<file path="src/rtl/if_fetch_unit_pkg.sv">
// ----------------------------------------------------------------------------
// if_fetch_unit_pkg
//   Shared definitions for the instruction-fetch slice of the MIPS pipeline:
//   the 32-bit word type, default reset and exception-vector addresses, the
//   AdEL exception code, and the 3-bit next-PC-source encoding. The hazard
//   trace monitor decodes the same encoding.
//   No ports (package).
// ----------------------------------------------------------------------------
package if_fetch_unit_pkg;

  typedef logic [31:0] word_t;

  localparam word_t RESET_PC_DEF   = 32'h0000_3000;
  localparam word_t EXC_VECTOR_DEF = 32'h0000_4180;
  localparam word_t IM_BASE_DEF    = 32'h0000_3000;

  localparam logic [4:0] EXC_NONE = 5'd0;
  localparam logic [4:0] EXC_ADEL = 5'd4;

  // Source of the PC value loaded at the next rising edge.
  typedef enum logic [2:0] {
    NPC_SEQ  = 3'd0,  // pc + 4
    NPC_BR   = 3'd1,  // resolved branch/jump target
    NPC_PEND = 3'd2,  // redirect held back by an earlier stall
    NPC_EXC  = 3'd3,  // exception / interrupt vector
    NPC_ERET = 3'd4,  // return to EPC
    NPC_HOLD = 3'd5   // stalled, PC unchanged
  } npc_src_e;

  // Sequential successor; wraps modulo 2^32.
  function automatic word_t pc_plus4(input word_t pc);
    return pc + 32'd4;
  endfunction

endpackage

</file>
<file path="src/rtl/if_fetch_unit_npc_sel.sv">
// ----------------------------------------------------------------------------
// if_npc_sel
//   Combinational next-PC priority mux for the fetch stage.
//   Priority, highest first: exception, eret, stall (hold), taken branch,
//   pending redirect, sequential.
//   Ports:
//     pc, epc, branch_target, pend_target  in  32  candidate addresses
//     exc_req, eret_req, stall             in  1   redirect / hold requests
//     branch_taken, pend_valid             in  1   redirect qualifiers
//     next_pc                              out 32  PC to load at the edge
//     npc_src                              out 3   npc_src_e code of choice
// ----------------------------------------------------------------------------
module if_npc_sel
  import if_fetch_unit_pkg::*;
#(
  parameter logic [31:0] EXC_VECTOR = EXC_VECTOR_DEF
) (
  input  logic [31:0] pc,
  input  logic        exc_req,
  input  logic        eret_req,
  input  logic [31:0] epc,
  input  logic        stall,
  input  logic        branch_taken,
  input  logic [31:0] branch_target,
  input  logic        pend_valid,
  input  logic [31:0] pend_target,
  output logic [31:0] next_pc,
  output logic [2:0]  npc_src
);

  always_comb begin
    next_pc = pc_plus4(pc);
    npc_src = NPC_SEQ;
    // Exception and eret redirect even through a stall: the pipeline is being
    // flushed, so holding the PC would fetch from the wrong context.
    if (exc_req) begin
      next_pc = EXC_VECTOR;
      npc_src = NPC_EXC;
    end else if (eret_req) begin
      next_pc = epc;
      npc_src = NPC_ERET;
    end else if (stall) begin
      next_pc = pc;
      npc_src = NPC_HOLD;
    end else if (branch_taken) begin
      next_pc = branch_target;
      npc_src = NPC_BR;
    end else if (pend_valid) begin
      next_pc = pend_target;
      npc_src = NPC_PEND;
    end
  end

endmodule

</file>
<file path="src/rtl/if_fetch_unit.sv">
// ----------------------------------------------------------------------------
// if_fetch_unit
//   Instruction-fetch stage of the 5-stage MIPS pipeline. Owns the PC and the
//   one-entry pending-redirect latch, reads the combinational instruction
//   memory and produces the IF/ID payload.
//   Optional feature: define IF_ADDR_CHECK_EN to flag AdEL for misaligned or
//   out-of-memory PCs; otherwise out-of-range PCs simply wrap in imem.
//   Ports:
//     clk, reset       in  1      rising-edge clock, sync active-high reset
//     stall            in  1      hold PC (shared with IF/ID enable)
//     branch_taken     in  1      D-stage branch/jump resolved taken
//     branch_target    in  32     its target
//     is_branch_D      in  1      instruction in D is a branch/jump
//     exc_req          in  1      CP0 takes an exception this cycle
//     eret_req, epc    in  1/32   eret committing, return address
//     imem_addr        out IM_AW  word index into instruction memory
//     imem_rdata       in  32     instruction memory read data
//     InstF            out 32     fetched instruction (0 on fault)
//     PCF, PC4F        out 32     current PC and PC+4
//     ExcBDF           out 1      fetched instruction is a delay slot
//     ExcOccurF        out 1      fetch exception present
//     ExcCodeF         out 5      exception code
// ----------------------------------------------------------------------------
module if_fetch_unit
  import if_fetch_unit_pkg::*;
#(
  parameter logic [31:0] RESET_PC   = RESET_PC_DEF,
  parameter logic [31:0] EXC_VECTOR = EXC_VECTOR_DEF,
  parameter logic [31:0] IM_BASE    = IM_BASE_DEF,
  parameter int          IM_WORDS   = 4096,
  parameter int          IM_AW      = 12
) (
  input  logic             clk,
  input  logic             reset,
  input  logic             stall,
  input  logic             branch_taken,
  input  logic [31:0]      branch_target,
  input  logic             is_branch_D,
  input  logic             exc_req,
  input  logic             eret_req,
  input  logic [31:0]      epc,
  output logic [IM_AW-1:0] imem_addr,
  input  logic [31:0]      imem_rdata,
  output logic [31:0]      InstF,
  output logic [31:0]      PCF,
  output logic [31:0]      PC4F,
  output logic             ExcBDF,
  output logic             ExcOccurF,
  output logic [4:0]       ExcCodeF
);

  // One past the last imem byte, kept at 33 bits so a memory ending at 4 GiB
  // does not wrap to zero.
  localparam logic [32:0] IM_END = {1'b0, IM_BASE} + (33'(IM_WORDS) << 2);

  logic [31:0] pc_q, pc_d;
  logic        pend_valid_q, pend_valid_d;
  logic [31:0] pend_target_q, pend_target_d;

  logic [31:0] next_pc;
  logic [2:0]  npc_src;

  logic [31:0] im_off;
  logic        addr_bad;
  logic        fault;

  if_npc_sel #(
    .EXC_VECTOR (EXC_VECTOR)
  ) u_npc_sel (
    .pc            (pc_q),
    .exc_req       (exc_req),
    .eret_req      (eret_req),
    .epc           (epc),
    .stall         (stall),
    .branch_taken  (branch_taken),
    .branch_target (branch_target),
    .pend_valid    (pend_valid_q),
    .pend_target   (pend_target_q),
    .next_pc       (next_pc),
    .npc_src       (npc_src)
  );

  // Next-state for PC and the pending-redirect latch.
  always_comb begin
    pc_d          = next_pc;
    pend_valid_d  = pend_valid_q;
    pend_target_d = pend_target_q;
    case (npc_src)
      NPC_EXC, NPC_ERET, NPC_BR, NPC_PEND: begin
        pend_valid_d = 1'b0;
      end
      NPC_HOLD: begin
        // A branch resolved while IF is frozen must not be lost; the latch
        // keeps only the most recent one.
        if (branch_taken) begin
          pend_valid_d  = 1'b1;
          pend_target_d = branch_target;
        end
      end
      default: begin
      end
    endcase
    if (reset) begin
      pc_d          = RESET_PC;
      pend_valid_d  = 1'b0;
      pend_target_d = 32'h0000_0000;
    end
  end

  always_ff @(posedge clk) begin
    pc_q          <= pc_d;
    pend_valid_q  <= pend_valid_d;
    pend_target_q <= pend_target_d;
  end

  // ---- fetch / IF-ID payload ----
  assign im_off    = pc_q - IM_BASE;
  assign imem_addr = im_off[IM_AW+1:2];

  assign addr_bad = (pc_q[1:0] != 2'b00) ||
                    (pc_q < IM_BASE) ||
                    ({1'b0, pc_q} >= IM_END);

`ifdef IF_ADDR_CHECK_EN
  assign fault = addr_bad;
`else
  assign fault = 1'b0;
`endif

  // Offset bits outside the word index are intentionally dropped (imem wraps);
  // addr_bad only drives fault when the address check is built in.
  logic unused_ok;
  assign unused_ok = &{1'b0, im_off[31:IM_AW+2], im_off[1:0], addr_bad};

  assign PCF       = pc_q;
  assign PC4F      = pc_plus4(pc_q);
  assign ExcBDF    = is_branch_D & ~reset;
  assign InstF     = fault ? 32'h0000_0000 : imem_rdata;
  assign ExcOccurF = fault;
  assign ExcCodeF  = fault ? EXC_ADEL : EXC_NONE;

endmodule

</file>
<file path="config.mk">
export PLATFORM = sky130hd
export DESIGN_NAME = if_fetch_unit
export DESIGN_NICKNAME = d
export VERILOG_FILES = /design/src/rtl/if_fetch_unit_pkg.sv /design/src/rtl/if_fetch_unit_npc_sel.sv /design/src/rtl/if_fetch_unit.sv
export SDC_FILE = /design/constraint.sdc
export NUM_CORES = 1
export LEC_CHECK = 0
export ABC_CLOCK_PERIOD_IN_PS = 4400
export CORE_UTILIZATION = 44
export DETAILED_ROUTE_END_ITERATION = 10
export GPL_ROUTABILITY_DRIVEN = 0
export GPL_TIMING_DRIVEN = 1
export HOLD_SLACK_MARGIN = 0.12
export PLACE_DENSITY_LB_ADDON = 0.12
export SYNTH_ARGS = -nofsm -noshare
export SYNTH_HDL_FRONTEND = slang
export SYNTH_SLANG_ARGS = --single-unit
</file>
<file path="constraint.sdc">
create_clock -name clk -period 4.4 [get_ports clk]
set_input_delay 1.1 -clock clk [delete_from_list [all_inputs] [get_ports clk]]
set_output_delay 1.1 -clock clk [all_outputs]
set_load 0.02 [all_outputs]
</file>
==> metrics.csv <==
stage,metric,value,unit
run_status,outcome,finished clean,
setup_path,CP most frequent cell,or4_1,
floorplan,initial core utilization,45.1,%
drt,drt drc,0,
logic_synthesis,post-synthesis cell type count,54,
setup_path,Arrival @ worst endpoint,3110,ps
setup_path,cells along the critical path,"ha_1, nand4_1, or4_1, or4_1, xnor2_1, clkdlybuf4s50_1",
power_and_ir_drop,LEAKAGE,2.04,nW
logic_synthesis,Synthesis Warnings,0,
setup_path,Critical Path RT,3300,ps
finish,Antenna diodes,0,
drt,Routed Antenna Nets,0,
sta,Final WS setup,194,ps
drt,via-per-instance ratio,5.71,
finish,Layout Utilization,60.1,%
power_and_ir_drop,switching power,0.501,mW
grt,vias in the first global route,4074,
cts,CTS tree,built,
power_and_ir_drop,PD cells,277,nW/µm²
setup_path,r2r setup slk,1850,ps
sta,Worst Clk Skew,11.5,ps
power_and_ir_drop,Worst VDD drop,0.000193,V
setup_path,crit path launch,PCF[2],
power_and_ir_drop,share of power burned in registers,39.8,%
sta,fin crit share,95.6,%
grt,total gr overflow,0,
finish,synthesis-to-layout area growth,33.2,%
cts,Setup Buffers After CTS,0,
floorplan,die height,102,µm
setup_path,CP Launch Type,flop,
sta,max-slew violations,0,
logic_synthesis,"Async S/R FF share, synth",0,%
place,dpl hpwl,10900,µm
floorplan,core area,9680,µm²
grt,All-Layer GR Usage,28.3,%
setup_path,crit path capture type,output pin,
power_and_ir_drop,Sw Share,31.0,%
sta,Slew @ Worst Pin,1140,ps
logic_synthesis,syn_area_per_cell,7.15,µm²
setup_path,Reg-to-Reg Start,pend_valid_q,
setup_path,critical path class,flop to output pin,
power_and_ir_drop,Cell Int Power,1.11,mW
logic_synthesis,number of synthesized flops with an enable pin,0,
setup_path,worst flop-to-flop path endpoint,PCF[18],
cts,CTS root buf,clkbuf_8,
sta,minimum clock period,4210,ps
drt,Total Wirelength,14900,µm
cts,H-tree Lvls,3,
logic_synthesis,Post-Synthesis Cell Area,4370,µm²
sta,Fin. Hold Viols,0,
floorplan,die area,10300,µm²
flow_run,max-capacitance violation count,0,
setup_path,Worst Path Max Fanout,8,
cts,Post-CTS Hold Fix Bufs,0,
grt,largest net degree at the start of global routing,46,
power_and_ir_drop,Clock power frac,36.7,%
cts,Skew-Pair Late Insertion Delay,360,ps
drt,Routed wire per std cell,17.9,µm
logic_synthesis,post-synthesis cell count,611,
drt,initial DRC count,412,
sta,Max-slew headroom,23.7,%
place,number of buffers added on ports,147,
sta,Final setup viols,0,
finish,share of post-route cells with drive strength above 1,6.02,%
logic_synthesis,Synth Register Bits,65,
grt,GR met2 Demand/Resource,42.9,%
setup_path,crit-path max cell delay,630,ps
sta,RSZ-0062 raised after global routing,false,
grt,met3 usage,6.28,%
cts,CTS max path bufs,2,
sta,Fmax,0.238,GHz
hold_path,Hold Crit Class,flop to flop,
finish,# fillers,916,
drt,first-pass iteration count of the detailed router,5,
grt,GRT busiest layer,met2,
floorplan,Core Rows,36,
floorplan,I/O pin count,218,
setup_path,Register-to-Register Path Depth,5,
place,DP Worst Slack,594,ps
finish,Final #Nets,798,
drt,vias,4746,
cts,Num CTS Buffers,9,
cts,clk sink count,65,
sta,WHS,453,ps
setup_path,Critical-path top delay cell,clkdlybuf4s50_1,
setup_path,CP Capture Point,PC4F[30],
cts,"Reg clk slew, reported paths",70,ps
cts,post-cts gate resize count,0,
grt,met1 usage in global routing,40.6,%
power_and_ir_drop,combinational power share,23.5,%
grt,first-pass GRT wire length,22100,µm
floorplan,die width,102,µm
grt,initial antenna violation count,0,
sta,total negative slack,0,ps
logic_synthesis,"Top FF cell, synth",dfxtp_1,
logic_synthesis,"Seq/Total Area, Yosys",29.8,%
cell families (layout without fill, tap and decap cells):
logic type | count (synthesis) | count (layout) | share of synthesized area [%]
AND/OR/NAND/NOR | 230 | 230 | 25.4
adder cells (fa/ha/maj) | 2 | 2 | 0.572
multiplexers | 9 | 9 | 2.09
XOR/XNOR | 27 | 27 | 5.41
AO/OA/AOI/OAI | 168 | 168 | 23.0
flip-flops | 65 | 65 | 29.8
buffers and inverters | 109 | 191 | 13.7
other | 1 | 6 | 0.0858
critical path, delay by kind of cell, from the launching register on:
kind,cells,cell delay (ps)
flip-flops,1,470
adder cells (fa/ha/maj),1,260
buffers and inverters,1,630
XOR/XNOR,1,210
AND/OR/NAND/NOR,3,1190
worst min-delay path by stage:
stage                 startpoint                 to  cells after the start
6_report        pend_target_q[8]   pend_target_q[8]                      2
5_1_grt        pend_target_q[13]  pend_target_q[13]                      2
4_1_cts         pend_target_q[8]   pend_target_q[8]                      2
3_5_place_dp   pend_target_q[30]  pend_target_q[30]                      2
3_3_place_gp   pend_target_q[13]  pend_target_q[13]                      2
2_1_floorplan  pend_target_q[10]  pend_target_q[10]                      2
state kept, by name, indices dropped and copies added, names as in the netlist, named ones only:
| name | count |
|---|---|
| PCF | 30 |
| pend_target_q | 32 |
| pend_valid_q | 1 |
power by group through the flow:
| stage | combinational [mW] | sequential [mW] | clock [mW] |
|---|---|---|---|
| floorplan | 0.223 | 0.664 | 0 |
| global placement | 0.372 | 0.653 | 0 |
| detailed placement | 0.374 | 0.655 | 0 |
| CTS | 0.376 | 0.641 | 0.597 |
| global route | 0.403 | 0.646 | 0.625 |
| finish | 0.380 | 0.642 | 0.592 |
layout make-up:
type                            instances  area [µm²]  area share (%)
Multi-Input combinational cell        442        2490            42.9
Timing Repair Buffer                  162        1580            27.2
Sequential cell                        65        1300            22.4
Tap cell                              133         166            2.86
Clock buffer                            9         124            2.13
Clock inverter                          7         103            1.76
Inverter                               13        48.8           0.838
metal layers:
metal  vias to the layer above  wire (µm)
li1                       2249          -
met1                      2222       6460
met2                       252       6860
met3                        23       1360
met4                         0        208
met5                         -          0
stage by stage:
step	total power [mW]	instances	cell area [µm²]
4_1_cts	1.61	831	5820
6_report	1.61	831	5820
2_1_floorplan	0.887	616	4390
5_1_grt	1.67	831	5820
3_5_place_dp	1.03	815	5600
3_3_place_gp	1.03	815	5600
cells in the mapped netlist (3+ instances only):
master / number / area (µm²)
nand2_1: 117 / 439
a21oi_1: 77 / 385
dfxtp_1: 65 / 1300
buf_4: 50 / 375
clkbuf_1: 39 / 146
o21ai_0: 37 / 185
nor2_1: 25 / 93.8
xnor2_1: 22 / 193
nand3_1: 17 / 85.1
nor3_1: 15 / 75.1
inv_1: 13 / 48.8
nand4_1: 11 / 68.8
a31oi_1: 9 / 56.3
mux2i_1: 8 / 80.1
nand2b_1: 8 / 50.1
nand3b_1: 7 / 52.6
o221ai_1: 6 / 52.6
a32o_1: 5 / 50.1
and3_1: 5 / 31.3
buf_1: 5 / 18.8
xor2_1: 5 / 43.8
a211oi_1: 4 / 30.0
a221oi_1: 4 / 35.0
a22o_1: 4 / 35.0
and2_1: 4 / 25.0
or2_2: 4 / 25.0
or4_1: 4 / 30.0
a22oi_1: 3 / 22.5
o21a_1: 3 / 22.5
cells in the final DEF (no fill, tap or decap), drive strengths merged, types with 5 or more instances in the layout:
cell	instances
and3	5
clkbuf	9
a21oi	77
nor3	15
buf	15
nand4	13
a31oi	9
nand2b	8
nand3b	7
inv	15
nand3	17
conb	6
xnor2	22
a32o	5
xor2	5
nand2	117
mux2i	8
clkdlybuf4s50	147
nor2	25
o21ai	37
o221ai	6
dfxtp	65
Note: power is estimated with default switching activity, not from simulation.
